`config.mk`:
```
export PLATFORM = sky130hd
export DESIGN_NAME = alu_issue_flat
export DESIGN_NICKNAME = d
export VERILOG_FILES = /design/src/rtl/alu_issue_if.sv /design/src/rtl/alu_issue.sv /design/src/flat_wrapper.sv
export SDC_FILE = /design/constraint.sdc
export NUM_CORES = 1
export LEC_CHECK = 0
export CAP_MARGIN = 10
export CORE_AREA = 2 2 184 186
export CTS_BUF_LIST = sky130_fd_sc_hd__clkbuf_8 sky130_fd_sc_hd__clkbuf_16
export CTS_CLUSTER_DIAMETER = 150
export DETAILED_ROUTE_END_ITERATION = 7
export DIE_AREA = 0 0 186 188
export PLACE_DENSITY = 0.61
export SLEW_MARGIN = 10
export SYNTH_ARGS = -nofsm -noshare
export SYNTH_HDL_FRONTEND = slang
export SYNTH_SLANG_ARGS = --single-unit
```
`constraint.sdc`:
```
create_clock -name clk -period 7.46 [get_ports clk]
set_clock_uncertainty 0.1 [all_clocks]
set_input_delay 1.865 -clock clk [delete_from_list [all_inputs] [get_ports clk]]
set_output_delay 1.865 -clock clk [all_outputs]
set_load 0.1 [all_outputs]
```
`src/rtl/alu_issue_if.sv`:
```
// Decode / register-file / ALU / writeback signal bundle for alu_issue.
// slave is the issue stage itself; master is the surrounding core (or bench).
interface alu_issue_if #(parameter int XLEN = 64);
  logic            instr_valid;
  logic [31:0]     instr;
  logic            instr_ready;
  logic [4:0]      rs1_addr, rs2_addr;
  logic [XLEN-1:0] rs1_data, rs2_data;
  logic [31:0]     alu_instruction;
  logic [XLEN-1:0] alu_in1, alu_in2;
  logic [XLEN-1:0] alu_out;
  logic            wb_valid;
  logic            wb_ready;
  logic [4:0]      wb_rd;
  logic [XLEN-1:0] wb_data;
  logic            err_illegal;

  modport slave (
    input  instr_valid, instr, rs1_data, rs2_data, alu_out, wb_ready,
    output instr_ready, rs1_addr, rs2_addr, alu_instruction, alu_in1, alu_in2,
           wb_valid, wb_rd, wb_data, err_illegal
  );

  modport master (
    output instr_valid, instr, rs1_data, rs2_data, alu_out, wb_ready,
    input  instr_ready, rs1_addr, rs2_addr, alu_instruction, alu_in1, alu_in2,
           wb_valid, wb_rd, wb_data, err_illegal
  );
endinterface

```
`src/rtl/alu_issue.sv`:
```
// Two-slot operand-issue / result-capture stage in front of the RV64 ALU.
// ALU_ISSUE_FWD_EN: defined -> S1/S2 forwarding; undefined -> RAW interlock on instr_ready.
module alu_issue #(
  parameter int XLEN = 64
) (
  input  logic        clk,
  input  logic        rst_n,
  alu_issue_if.slave  bus
);
  localparam logic [6:0] OPC_OP  = 7'b0110011;
  localparam logic [6:0] OPC_IMM = 7'b0010011;

  typedef struct packed {
    logic [31:0]     ins;
    logic [XLEN-1:0] in1;
    logic [XLEN-1:0] in2;
    logic [4:0]      rd;
  } s1_t;

  s1_t             s1;
  logic            s1_valid;
  logic            wb_valid;
  logic [4:0]      wb_rd;
  logic [XLEN-1:0] wb_data;
  logic            err;

  logic [6:0]      opc;
  logic [2:0]      funct3;
  logic [4:0]      rs1, rs2, rd;
  logic            is_op, is_imm, legal;
  logic            s2_take, s2_load, s1_adv, hazard, accept;
  logic [XLEN-1:0] src1, src2, op2;
  logic [6:0]      f7;

  assign opc    = bus.instr[6:0];
  assign rd     = bus.instr[11:7];
  assign funct3 = bus.instr[14:12];
  assign rs1    = bus.instr[19:15];
  assign rs2    = bus.instr[24:20];
  assign is_op  = (opc == OPC_OP);
  assign is_imm = (opc == OPC_IMM);
  assign legal  = is_op | is_imm;

  assign bus.rs1_addr = rs1;
  assign bus.rs2_addr = rs2;

  assign s2_take = !wb_valid || bus.wb_ready;
  assign s2_load = s1_valid && (s1.rd != 5'd0) && s2_take;
  assign s1_adv  = s1_valid && (s2_take || (s1.rd == 5'd0));
  assign bus.instr_ready = (!s1_valid || s1_adv) && !hazard;
  assign accept  = bus.instr_valid && bus.instr_ready;

`ifdef ALU_ISSUE_FWD_EN
  // S1 result is still on alu_out; S2 is written to the register file at this same edge.
  function automatic logic [XLEN-1:0] fwd(input logic [4:0] n, input logic [XLEN-1:0] rf,
                                          input logic s1v, input logic [4:0] s1rd,
                                          input logic [XLEN-1:0] s1res, input logic s2v,
                                          input logic [4:0] s2rd, input logic [XLEN-1:0] s2res);
    if (n == 5'd0)                return '0;
    else if (s1v && s1rd == n)    return s1res;
    else if (s2v && s2rd == n)    return s2res;
    else                          return rf;
  endfunction

  assign hazard = 1'b0;
  assign src1 = fwd(rs1, bus.rs1_data, s1_valid, s1.rd, bus.alu_out, wb_valid, wb_rd, wb_data);
  assign src2 = fwd(rs2, bus.rs2_data, s1_valid, s1.rd, bus.alu_out, wb_valid, wb_rd, wb_data);
`else
  function automatic logic hit(input logic [4:0] n, input logic s1v, input logic [4:0] s1rd,
                               input logic s2v, input logic [4:0] s2rd);
    return (n != 5'd0) && ((s1v && s1rd == n) || (s2v && s2rd == n));
  endfunction

  // Hold the offered instruction until every in-flight producer of its sources has retired.
  assign hazard = (legal && hit(rs1, s1_valid, s1.rd, wb_valid, wb_rd)) ||
                  (is_op && hit(rs2, s1_valid, s1.rd, wb_valid, wb_rd));
  assign src1 = (rs1 == 5'd0) ? '0 : bus.rs1_data;
  assign src2 = (rs2 == 5'd0) ? '0 : bus.rs2_data;
`endif

  // OP-IMM: shifts take a 6-bit shamt; only SRAI may carry funct7 = 0x20.
  always_comb begin
    op2 = src2;
    f7  = bus.instr[31:25];
    if (is_imm) begin
      f7  = 7'h00;
      op2 = {{(XLEN-12){bus.instr[31]}}, bus.instr[31:20]};
      if (funct3 == 3'd1 || funct3 == 3'd5) op2 = {{(XLEN-6){1'b0}}, bus.instr[25:20]};
      if (funct3 == 3'd5 && bus.instr[30])  f7  = 7'h20;
    end
  end

  always_ff @(posedge clk or negedge rst_n) begin
    if (!rst_n) begin
      s1       <= '0;
      s1_valid <= 1'b0;
      wb_valid <= 1'b0;
      wb_rd    <= '0;
      wb_data  <= '0;
      err      <= 1'b0;
    end else begin
      err <= accept && !legal;
      if (!s1_valid || s1_adv) s1_valid <= accept && legal;
      if (accept && legal) begin
        s1.ins <= {f7, bus.instr[24:0]};
        s1.in1 <= src1;
        s1.in2 <= op2;
        s1.rd  <= rd;
      end
      if (s2_load) begin
        wb_valid <= 1'b1;
        wb_rd    <= s1.rd;
        wb_data  <= bus.alu_out;
      end else if (bus.wb_ready) begin
        wb_valid <= 1'b0;
      end
    end
  end

  assign bus.alu_instruction = s1.ins;
  assign bus.alu_in1         = s1.in1;
  assign bus.alu_in2         = s1.in2;
  assign bus.wb_valid        = wb_valid;
  assign bus.wb_rd           = wb_rd;
  assign bus.wb_data         = wb_data;
  assign bus.err_illegal     = err;
endmodule

```
`src/flat_wrapper.sv`:
```
// flat-port wrapper written by rule: the top's interface ports become plain ports
module alu_issue_flat 
#(
  parameter int XLEN = 64
)
  (clk, rst_n, bus_instr_valid, bus_instr, bus_rs1_data, bus_rs2_data, bus_alu_out, bus_wb_ready, bus_instr_ready, bus_rs1_addr, bus_rs2_addr, bus_alu_instruction, bus_alu_in1, bus_alu_in2, bus_wb_valid, bus_wb_rd, bus_wb_data, bus_err_illegal);
  alu_issue_if #(.XLEN(XLEN)) bus_i ();
  input  logic clk;
  input  logic rst_n;
  input wire logic [$bits(bus_i.instr_valid)-1:0] bus_instr_valid;
  input wire logic [$bits(bus_i.instr)-1:0] bus_instr;
  input wire logic [$bits(bus_i.rs1_data)-1:0] bus_rs1_data;
  input wire logic [$bits(bus_i.rs2_data)-1:0] bus_rs2_data;
  input wire logic [$bits(bus_i.alu_out)-1:0] bus_alu_out;
  input wire logic [$bits(bus_i.wb_ready)-1:0] bus_wb_ready;
  output wire logic [$bits(bus_i.instr_ready)-1:0] bus_instr_ready;
  output wire logic [$bits(bus_i.rs1_addr)-1:0] bus_rs1_addr;
  output wire logic [$bits(bus_i.rs2_addr)-1:0] bus_rs2_addr;
  output wire logic [$bits(bus_i.alu_instruction)-1:0] bus_alu_instruction;
  output wire logic [$bits(bus_i.alu_in1)-1:0] bus_alu_in1;
  output wire logic [$bits(bus_i.alu_in2)-1:0] bus_alu_in2;
  output wire logic [$bits(bus_i.wb_valid)-1:0] bus_wb_valid;
  output wire logic [$bits(bus_i.wb_rd)-1:0] bus_wb_rd;
  output wire logic [$bits(bus_i.wb_data)-1:0] bus_wb_data;
  output wire logic [$bits(bus_i.err_illegal)-1:0] bus_err_illegal;
  assign bus_i.instr_valid = bus_instr_valid;
  assign bus_i.instr = bus_instr;
  assign bus_i.rs1_data = bus_rs1_data;
  assign bus_i.rs2_data = bus_rs2_data;
  assign bus_i.alu_out = bus_alu_out;
  assign bus_i.wb_ready = bus_wb_ready;
  assign bus_instr_ready = bus_i.instr_ready;
  assign bus_rs1_addr = bus_i.rs1_addr;
  assign bus_rs2_addr = bus_i.rs2_addr;
  assign bus_alu_instruction = bus_i.alu_instruction;
  assign bus_alu_in1 = bus_i.alu_in1;
  assign bus_alu_in2 = bus_i.alu_in2;
  assign bus_wb_valid = bus_i.wb_valid;
  assign bus_wb_rd = bus_i.wb_rd;
  assign bus_wb_data = bus_i.wb_data;
  assign bus_err_illegal = bus_i.err_illegal;
  alu_issue #(.XLEN(XLEN)) u_core (.clk(clk), .rst_n(rst_n), .bus(bus_i));
endmodule
```
## Word-level counts from Yosys, hierarchy flattened

Index checks and enable logic that the tools add are counted.
W data, S select, Z words.

| storage, ports and cells | value |
|---|---|
| flip-flop bits (word level) | 237 |
| latch bits | 0 |
| RAM bits | 0 |
| bits in read-only memories | 0 |
| output and inout bits | 242 |
| memories kept | 0 |

| cells by class | value |
|---|---|
| $add $sub $neg | 0 |
| multiply operators | 0 |
| div/mod/pow operators | 0 |
| magnitude comparators | 0 |
| equality and inequality tests | 8 |
| shifts and indexed selects | 0 |
| muxes and demuxes | 8 |
| bitwise gates (word level) | 1 |
| reductions and logical operators | 34 |

Operators by type and width:

| kind | count |
|---|---|
| $mux W64 | 4 |
| $eq A5 B5 Y1 | 4 |
| $logic_and A1 B1 Y1 | 16 |
| $logic_not A5 Y1 | 3 |
| $reduce_bool A5 Y1 | 3 |
| $eq A7 B5 Y1 const B | 1 |
| $eq A7 B6 Y1 const B | 1 |
| $logic_or A1 B1 Y1 | 7 |
| $mux W7 | 1 |
| $mux W6 | 1 |
| $logic_not A1 Y1 | 4 |
| $eq A3 B1 Y1 const B | 1 |
| $eq A3 B3 Y1 const B | 1 |
| $mux W1 | 2 |
| $reduce_bool A2 Y1 | 1 |
| $or A1 B1 Y1 | 1 |

## Logic depth before layout (Yosys ltp)

| depth | value |
|---|---|
| word-level depth | 10 |
| mapped depth | 9 |

## Worst setup path after synthesis

No wires, ideal clock.

| path | value |
|---|---|
| path type | input-to-output |
| from | input bus_instr[15] |
| to | output bus_instr_ready |
| arrival | 3517 ps |
| required time | 5495 ps |
| slack | 1978 ps |
| stages on the path | 4 |
| buffers on the path | 0 |
| cells stage by stage | or4_1 > o21ai_0 > nand2b_1 > and3_1 |

| between the ends | value |
|---|---|
| cells in the longest elaborated chain, start to end | 8 |

RTL lines:

| element | RTL line | source |
|---|---|---|
| from (decl) | flat_wrapper.sv:11 | `input wire logic [$bits(bus_i.instr)-1:0] bus_instr;` |
| $eq A5 B5 Y1 | alu_issue.sv:71 | `return (n != 5'd0) && ((s1v && s1rd == n) \|\| (s2v && s2rd == n));` |
| $logic_and A1 B1 Y1 | alu_issue.sv:71 |  |
| $logic_or A1 B1 Y1 | alu_issue.sv:71 |  |
| $logic_and A1 B1 Y1 (*) | alu_issue.sv:71 |  |
| $logic_and A1 B1 Y1 (*) | alu_issue.sv:75 | `assign hazard = (legal && hit(rs1, s1_valid, s1.rd, wb_valid, wb_rd)) \|\|` |
| $logic_or A1 B1 Y1 (*) | alu_issue.sv:75 |  |
| $logic_not A1 Y1 (*) | alu_issue.sv:50 | `assign bus.instr_ready = (!s1_valid \|\| s1_adv) && !hazard;` |
| $logic_and A1 B1 Y1 (*) | alu_issue.sv:50 |  |
| to (decl) | flat_wrapper.sv:16 | `output wire logic [$bits(bus_i.instr_ready)-1:0] bus_instr_ready;` |

Mark *: on every way between the ends. The rest lies on a longest branch, timed or not.

## Final worst setup path

| path | value |
|---|---|
| from | input bus_instr[3] |
| to | output bus_instr_ready |

| between the ends | value |
|---|---|
| cells in the longest elaborated chain, start to end | 6 |

RTL lines:

| element | RTL line | source |
|---|---|---|
| $eq A7 B6 Y1 or $eq A7 B5 Y1 (tied branches) | alu_issue.sv:40, alu_issue.sv:41 |  |
| $or A1 B1 Y1 | alu_issue.sv:42 | `assign legal = is_op \| is_imm;` |
| $logic_and A1 B1 Y1 | alu_issue.sv:75 |  |
| $logic_or A1 B1 Y1 (*) | alu_issue.sv:75 |  |
| $logic_not A1 Y1 (*) | alu_issue.sv:50 |  |
| $logic_and A1 B1 Y1 (*) | alu_issue.sv:50 |  |

Marked as above.

==> impl_metrics.toml <==
[outcome]
outcome = "completed"

[sta]
maxSlewHeadroom_pct = 26.29
whs_ns = 0.3633
hold_violations = 0
tightest_slew_ns = 1.106
fmax_ghz = 0.1597
min_period_ns = 6.263
fin_crit_sh_pct = 83.96
rsz0062_at_grt = "false"
report.final.slew_viol_count = 0
final.setup.tns_ns = 0
setup_viol_count_final = 0

[layout]
final_cell_mix = "clkdlybuf4s50_1, dfrtp_1, mux2_2"
final_common_cell = "clkdlybuf4s50_1"
nets = 1399
ff_latch_area_um2 = 5806
fin_util_pct = 46.71
drive_above_1_share_pct = 12.87
fin_area_um2 = 15470
area_growth_pct = 62.79
antenna_cells = 0
multi_input_area_um2 = 3198
fillers = 3025

[cts]
cts_sinks = 232
cts_tree = "yes"
cts_resized = 0
path_clk_slew_ns = 0.06
cts-htree-levels = 1
cts_max_path_buffers = 3
cts_setup_buffers = 0
cts_buffers = 28
cts_hold_buf = 0
clock_latency_ns = 0.54
cts-root-buf = "clkbuf_16"

[die]
row_count = 67
coreArea_um2 = 33110
fp.dieW_um = 186
initial_utilization_pct = 28.69
io_pins = 470
die_area_um2 = 34970
die_height_um = 188

[synth]
netlist_area_um2 = 9500
synthDistinctLibCells = 34
synth.avg_cell_area_um2 = 13.21
synth_edf_count = 0
synth_nets = 947
ys_seq_elements = 232
yosysSeqAreaShare_pct = 61.11
synthArstFlopShare_pct = 100.0
ys.flop_type = "dfrtp_1"
netlist_instances = 719
synth_warnings = 0

[drt]
antenna_left = 0
wl_per_cell_um = 19.51
via_per_inst = 4.514
vias = 7389
wl_um = 31940
drtIter0Drc = 219
drcViolationCount = 0
firstDrtPassIters = 4

[worst_setup_path]
slowest_delay_ns = 0.83
critPathMostFrequentCell = "and3_1"
path_cells = "clkdlybuf4s50_1 > nor4b_1 > and3_1 > o21ai_0 > nand2b_1 > and3_1 > buf_4"
worst_setup_path_start_kind = "input port"
worstPathArrival_ns = 4.30
crit_path_end_kind = "output pin"
worstPathRequired_ns = 5.50
worstSetupPathType = "input port to output pin"
critPathSlowestCell = "nor4b_1"
crit_fanout = 4

[flow_run]
maxCapViolCount = 0

[grt]
antenna_found_initial = 0
gr-total-overflow = 0
grt_usage_pct = 17.58
grt_max_degree = 105
grt_pass1_wl_um = 47130
grt_pass1_vias = 7801

[placed_design]
port_buffers = 469
gp_congestion = 0.7701
placed_area_um2 = 14570
dpl.hpwl_um = 22900

[power]
p_leak_nw = 6.906
irDropWorstVdd_uv = 159.9
p_per_area_nw_per_um2 = 300.2

[min_path]
min_path_type = "flop to flop"
-- path summary, 6_finish.rpt --
path	from	endpoint	slack [ns]	cells after the start
max	bus_instr[3]	bus_instr_ready	1.20	7
min	u_core.bus.alu_instruction[1]	u_core.bus.alu_instruction[1]	0.36	1
max reg2reg	u_core.s1[2]	u_core.bus.alu_in2[20]	4.11	8
min in group asynchronous	rst_n	u_core.bus.alu_in1[10]	1.22	1
max in group asynchronous	rst_n	u_core.bus.wb_data[42]	4.54	2
min reg2reg	u_core.bus.alu_instruction[1]	u_core.bus.alu_instruction[1]	0.36	1
-- registers in the layout, indices dropped and copies added, names as in the netlist --
signal	cells
u_core.bus.alu_in1	64
u_core.bus.alu_in2	64
u_core.bus.wb_data	64
u_core.bus.alu_instruction	28
u_core.bus.wb_rd	5
u_core.s1	4
u_core.bus.err_illegal	1
u_core.bus.wb_valid	1
u_core.s1_valid	1
-- report_power, final --
part           leakage, nW  switching (mW)  internal [mW]
Clock                0.477           0.540          0.803
Combinational         3.51            1.34          0.464
Sequential            2.91          0.0883           1.41
-- per-stage QoR --
step	worst slack (ns)	std cells	total power, mW
3_3_place_gp	1.287	1589	3.322
3_5_place_dp	1.262	1589	3.331
6_report	1.197	1637	4.643
5_1_grt	1.163	1637	4.803
2_1_floorplan	1.978	719	2.789
4_1_cts	1.265	1637	4.695
-- synth_stat cells, types with 2 or more instances --
master,count,share of area [%]
nand2b_1,6,0.40
nand4_1,5,0.33
buf_6,6,0.71
o22ai_1,2,0.13
nor2_1,2,0.079
clkbuf_1,18,0.71
dfrtp_1,232,61
buf_4,10,0.79
mux2i_1,59,6.2
buf_2,16,0.84
mux2_1,6,0.71
mux2_2,94,11
or4_1,2,0.16
buf_1,6,0.24
a22o_1,69,6.4
nand2_1,25,0.99
nand3_1,2,0.11
inv_1,60,2.4
a21boi_0,2,0.16
o21ai_0,7,0.37
a21oi_1,54,2.8
xnor2_1,20,1.8
and3_1,2,0.13
and2_1,4,0.26
-- critical path, delay by kind of cell --
family	cells	cell delay [ns]
AND/OR/NAND/NOR	4	1.57
AO/OA/AOI/OAI	1	0.17
buffers and inverters	2	0.68
-- logic make-up after synthesis --
family | Yosys count | synth area share, %
flip-flops | 232 | 61.11
multiplexers | 159 | 18.07
AO/OA/AOI/OAI | 135 | 9.943
buffers and inverters | 116 | 5.663
AND/OR/NAND/NOR | 57 | 3.371
XOR/XNOR | 20 | 1.844
-- layer usage --
metal	track usage, %	share of wire [%]	vias to the layer above
met5	0	0	-
met4	4.967	2.9	0
met3	4.797	7.9	47
met2	30.25	48	289
met1	21.44	41	3657
li1	-	-	3396
-- final cells by class --
| type | count | area share, % |
|---|---|---|
| Clock buffer | 33 | 5.048 |
| Multi-Input combinational cell | 371 | 20.68 |
| Inverter | 60 | 1.456 |
| Sequential cell | 232 | 37.54 |
| Timing Repair Buffer | 478 | 30.89 |
| Clock inverter | 15 | 0.7685 |
| Tap cell | 448 | 3.624 |
Note: power is estimated with default switching activity, not from simulation.
